===== src/rtl/mysystem_mux_select_master.sv =====
// rtl/mysystem_mux_select_master.sv - Avalon-MM initiator driving a mux-select PIO port
//
// Accepts WRITE/SET/CLEAR/READ commands, issues one single-beat access to the
// PIO slave (data @0, bit-set @4, bit-clear @5), optionally reads the port back
// to confirm the update, and answers with a one-cycle response pulse.
//
// Ports:
//   clk, reset                         clock, asynchronous active-high reset
//   cmd_valid, cmd_ready               command handshake (ready only when idle)
//   cmd_op[1:0], cmd_data[31:0]        0 WRITE, 1 SET, 2 CLEAR, 3 READ; value / mask
//   rsp_valid, rsp_data, rsp_error     one-cycle response, no backpressure
//   address, chipselect, write_n,      Avalon-MM initiator outputs (all registered)
//   read_n, writedata
//   readdata, waitrequest              Avalon-MM slave returns (readdata latency 0)

module mysystem_mux_select_master #(
   parameter int PORT_WIDTH = 1,
   parameter int VERIFY     = 1,
   parameter int TIMEOUT    = 255
) (
   input  logic        clk,
   input  logic        reset,
   input  logic        cmd_valid,
   output logic        cmd_ready,
   input  logic [1:0]  cmd_op,
   input  logic [31:0] cmd_data,
   output logic        rsp_valid,
   output logic [31:0] rsp_data,
   output logic        rsp_error,
   output logic [2:0]  address,
   output logic        chipselect,
   output logic        write_n,
   output logic        read_n,
   output logic [31:0] writedata,
   input  logic [31:0] readdata,
   input  logic        waitrequest
);

   typedef enum logic [1:0] {IDLE, WR, RD, RESP} state_t;

   localparam int CW = (TIMEOUT > 1) ? $clog2(TIMEOUT + 1) : 1;
   // Stall count at which the next stalled cycle reaches the limit.
   localparam logic [31:0] TO_LAST = (TIMEOUT > 0) ? 32'(TIMEOUT - 1) : 32'd0;

   localparam logic [1:0] OP_WRITE = 2'd0;
   localparam logic [1:0] OP_SET   = 2'd1;
   localparam logic [1:0] OP_READ  = 2'd3;

   state_t                  state;
   logic [1:0]              op;
   logic [PORT_WIDTH-1:0]   mask;
   logic [PORT_WIDTH-1:0]   shadow;
   logic [CW-1:0]           wait_cnt;
   logic [PORT_WIDTH-1:0]   wr_result;
   logic                    timeout_hit;

   assign cmd_ready = (state == IDLE);

   // The access is abandoned on the stalled cycle that brings the count to TIMEOUT.
   assign timeout_hit = (TIMEOUT > 0) && waitrequest && (32'(wait_cnt) == TO_LAST);

   // Port value the PIO holds once the pending write lands.
   always_comb begin
      wr_result = shadow;
      case (op)
         OP_WRITE: wr_result = mask;
         OP_SET:   wr_result = shadow | mask;
         default:  wr_result = shadow & ~mask;
      endcase
   end

   always_ff @(posedge clk or posedge reset) begin
      if (reset) begin
         state      <= IDLE;
         op         <= OP_WRITE;
         mask       <= '0;
         shadow     <= '0;
         wait_cnt   <= '0;
         address    <= 3'd0;
         chipselect <= 1'b0;
         write_n    <= 1'b1;
         read_n     <= 1'b1;
         writedata  <= 32'd0;
         rsp_valid  <= 1'b0;
         rsp_data   <= 32'd0;
         rsp_error  <= 1'b0;
      end else begin
         rsp_valid <= 1'b0;
         case (state)
            IDLE: begin
               if (cmd_valid) begin
                  op         <= cmd_op;
                  mask       <= cmd_data[PORT_WIDTH-1:0];
                  wait_cnt   <= '0;
                  chipselect <= 1'b1;
                  if (cmd_op == OP_READ) begin
                     state   <= RD;
                     read_n  <= 1'b0;
                     address <= 3'd0;
                  end else begin
                     state     <= WR;
                     write_n   <= 1'b0;
                     writedata <= cmd_data;
                     address   <= (cmd_op == OP_WRITE) ? 3'd0 :
                                  (cmd_op == OP_SET)   ? 3'd4 : 3'd5;
                  end
               end
            end

            WR: begin
               if (!waitrequest) begin
                  shadow  <= wr_result;
                  write_n <= 1'b1;
                  if (VERIFY != 0) begin
                     // Chipselect stays high: the readback follows directly.
                     state    <= RD;
                     read_n   <= 1'b0;
                     address  <= 3'd0;
                     wait_cnt <= '0;
                  end else begin
                     chipselect <= 1'b0;
                     state      <= RESP;
                     rsp_valid  <= 1'b1;
                     rsp_data   <= 32'(wr_result);
                     rsp_error  <= 1'b0;
                  end
               end else if (timeout_hit) begin
                  chipselect <= 1'b0;
                  write_n    <= 1'b1;
                  state      <= RESP;
                  rsp_valid  <= 1'b1;
                  rsp_data   <= 32'd0;
                  rsp_error  <= 1'b1;
               end else begin
                  wait_cnt <= wait_cnt + 1'b1;
               end
            end

            RD: begin
               if (!waitrequest) begin
                  chipselect <= 1'b0;
                  read_n     <= 1'b1;
                  state      <= RESP;
                  rsp_valid  <= 1'b1;
                  rsp_data   <= readdata;
                  if (op == OP_READ) begin
                     shadow    <= readdata[PORT_WIDTH-1:0];
                     rsp_error <= 1'b0;
                  end else begin
                     rsp_error <= (readdata[PORT_WIDTH-1:0] != shadow);
                  end
               end else if (timeout_hit) begin
                  chipselect <= 1'b0;
                  read_n     <= 1'b1;
                  state      <= RESP;
                  rsp_valid  <= 1'b1;
                  rsp_data   <= 32'd0;
                  rsp_error  <= 1'b1;
               end else begin
                  wait_cnt <= wait_cnt + 1'b1;
               end
            end

            RESP: begin
               state <= IDLE;
            end
         endcase
      end
   end

endmodule


===== config.mk =====
export PLATFORM = sky130hd
export DESIGN_NAME = mysystem_mux_select_master
export DESIGN_NICKNAME = d
export VERILOG_FILES = /design/src/rtl/mysystem_mux_select_master.sv
export SDC_FILE = /design/constraint.sdc
export NUM_CORES = 1
export LEC_CHECK = 0
export CORE_ASPECT_RATIO = 1.25
export CORE_MARGIN = 5
export CORE_UTILIZATION = 39
export CTS_CLUSTER_SIZE = 12
export DETAILED_ROUTE_END_ITERATION = 8
export GPL_ROUTABILITY_DRIVEN = 0
export PLACE_DENSITY = 0.74
export SYNTH_ARGS = -nofsm -noshare
export SYNTH_HDL_FRONTEND = slang
export SYNTH_SLANG_ARGS = --single-unit

===== constraint.sdc =====
create_clock -name clk -period 2.7 [get_ports clk]
set_input_delay 0.405 -clock clk [delete_from_list [all_inputs] [get_ports clk]]
set_output_delay 0.405 -clock clk [all_outputs]
set_load 0.01 [all_outputs]

==> results.yml <==
outcome:
  status: "finished, final reports clean"
timing:
  setup_viol: 0
  report.final.slew_viol_count: 0
  clock.fmax_ghz: 0.4431
  finalClockSkew_ps: 8.143
  tightest_slew_ps: 640.4
  post-route-period-util_pct: 83.59
  relSlewSlack_pct: 57.02
  period_minus_slack_ps: 2257
  finalHoldViolations: 0
  tns_ps: 0
  fin_ws_ps: 443.0
  rsz0062_at_grt: "no"
synthesis:
  yosys_register_bits: 85
  syn_avg_cell_area_um2: 12.98
  yosysMostFrequentCell: "dfrtp_1"
  synth_edf_count: 0
  syn-instance-count: 281
  yosys_warnings: 0
  synth_top_area_share_pct: 56.97
  syn_area_um2: 3646
  ys_seq_area_share_pct: 58.41
  yosysTopAreaCell: "dfrtp_1"
  ys.flop_type: "dfrtp_1"
  synthTopCellsByArea: "dfrtp_1, mux2_1, a22o_1"
  synthArstFlopShare_pct: 100.0
  syn_nets: 361
  synth_common_cells: "dfrtp_1, a22o_1, mux2_1"
  synth_cell_types: 44
cells_and_area:
  antenna_cells: 0
  drive_above_1_share_pct: 7.944
  fillers: 742
  syn2layout_area_growth_pct: 50.27
  final_util_pct: 60.04
  nNetsFinal: 503
floorplan:
  boundaryPins: 143
  coreArea_um2: 9125
  die_width_um: 96.48
  start_util_pct: 39.96
  std_cell_rows: 39
  die_height_um: 118.1
  die_area_um2: 11390
worst_setup_path:
  start_kind: "register"
  r2r_slack_ps: 570
  cp_top_family: "buffers and inverters"
  reg2reg_depth: 6
  r2r_end: "writedata[2]"
  critPathRequiredTime_ps: 2300
  arrival_ps: 1850
  cp-startpoint: "state[0]"
  timing.rr.start: "state[0]"
  cp-end-kind: "primary output"
  path_max_fanout: 9
  crit_end: "cmd_ready"
  cp.depth: 3
  slowest_stage: "clkdlybuf4s50_1"
  critPathKind: "register to primary output"
  path_buf_inv: 2
  path_cells: "inv_1, ha_1, clkdlybuf4s50_1"
  cpPeakStageDelay_ps: 610
global_route:
  globalRouteOverflowTotal: 0
  grt_max_degree: 86
  grt_antenna_before_repair: 0
  grt_pass1_vias: 2946
  grt_pass1_wl_um: 14680
  grtUsageTotal_pct: 16.40
drt:
  wl_per_cell_um: 16.70
  first_pass_iters: 4
  drt-initial-drc-count: 142
  vias: 2809
  drtAntennaViolNets: 0
  vias_per_cell: 5.098
  route.detailed.drc: 0
  drt_wl_total_um: 9202
power:
  leakage_nw: 2.372
  worst_ir_drop_vdd_mv: 0.4584
  power.density_nw_per_um2: 1110
  p_total_mw: 6.082
cts:
  cts_setup_buffers: 0
  cts_buffers: 9
  cts_htree_levels: 3
  cts_sinks: 85
  cts_tree: "built"
  clkLatencyLatePin_ps: 330
  cts-root-buf: "clkbuf_16"
  clockBufferDepth: 2
  clkSlewWorstSetupHoldPaths_ps: 60
  hold_buffers: 0
  post_cts_resized: 0
placement:
  portBuffers: 141
  dp_slack_ps: 378.5
  hpwl_um: 6765
job:
  max_cap_violations: 0
min_path:
  hp-class: "input pin to asynchronous set/reset pin"
metrics by stage:
step | cells | hold WS [ps] | instance area, um^2
after floorplan | 281 | 488.4 | 3646
after global placement | 535 | 472.7 | 5179
after detailed placement | 535 | 480.6 | 5179
after CTS | 551 | 493.8 | 5479
after global routing | 551 | 508.1 | 5479
final | 551 | 482.0 | 5479
layer usage:
metal  up-vias  part of all wire [%]  global-route usage, %
met1      1372                    41                  20.22
li1       1310                     -                      -
met2       117                    48                  26.90
met3        10                   9.8                  5.499
met5         -                     0                      0
met4         0                   1.3                  5.000
cells by family (layout without fill, tap and decap cells):
family	after synthesis	count (layout)	share of synthesized area, %
flops	85	85	58.41
buf+inv	27	174	3.638
mux	38	38	11.70
xor+xnor	1	1	0.2403
compound gates	74	74	14.83
fa+ha+maj	10	10	3.432
simple gates	45	45	7.653
other cells	1	1	0.1029
registers in the layout, indices dropped and copies added (netlist names):
register    count
wait_cnt        8
rsp_error       1
mask            1
chipselect      1
write_n         1
shadow          1
op              2
state           2
writedata      32
rsp_valid       1
address         2
rsp_data       32
read_n          1
layout make-up:
type / count / area (um^2) / share of cell area, %
Clock buffer: 10 / 239.0 / 4.362
Clock inverter: 6 / 61.31 / 1.119
Inverter: 12 / 46.29 / 0.8449
Multi-Input combinational cell: 169 / 1388 / 25.33
Sequential cell: 85 / 2130 / 38.87
Tap cell: 123 / 153.9 / 2.809
Timing Repair Buffer: 146 / 1461 / 26.67
where the power goes:
part | total, mW | switching (mW) | internal (mW)
Clock | 1.23 | 0.488 | 0.740
Sequential | 2.18 | 0.331 | 1.84
Combinational | 2.68 | 1.13 | 1.55
Total | 6.08 | 1.95 | 4.14
layout by cell type, fill, tap and decap left out, types with 2 or more instances in the layout:
cell	count
o31ai_1	5
a21oi_1	15
or4_1	4
clkbuf_16	9
nand2b_1	2
clkdlybuf4s50_1	141
dfrtp_1	83
o21ai_1	2
nor3_1	3
clkinv_2	4
buf_4	4
nand3_1	4
nor2_1	5
dfstp_2	2
nand4_1	4
nor2b_1	3
or3_1	3
o22ai_1	2
a22o_1	35
mux2_2	4
o21ai_0	8
inv_1	11
ha_1	10
mux2_1	33
nand2_1	7
worst min path at each step:
stage	depth (start not counted)	from	slack [ps]	to
final	3	reset	480	writedata[1]
after global routing	1	writedata[26]	510	writedata[26]
after CTS	1	writedata[24]	490	writedata[24]
after detailed placement	1	writedata[10]	480	writedata[10]
after global placement	1	writedata[14]	470	writedata[14]
after floorplan	1	mask	490	mask
tightest hold or removal path, delay by kind of cell:
kind,cells,cell delay (ps)
buffers and inverters,3,820
Power figures use the tool's default switching activity.
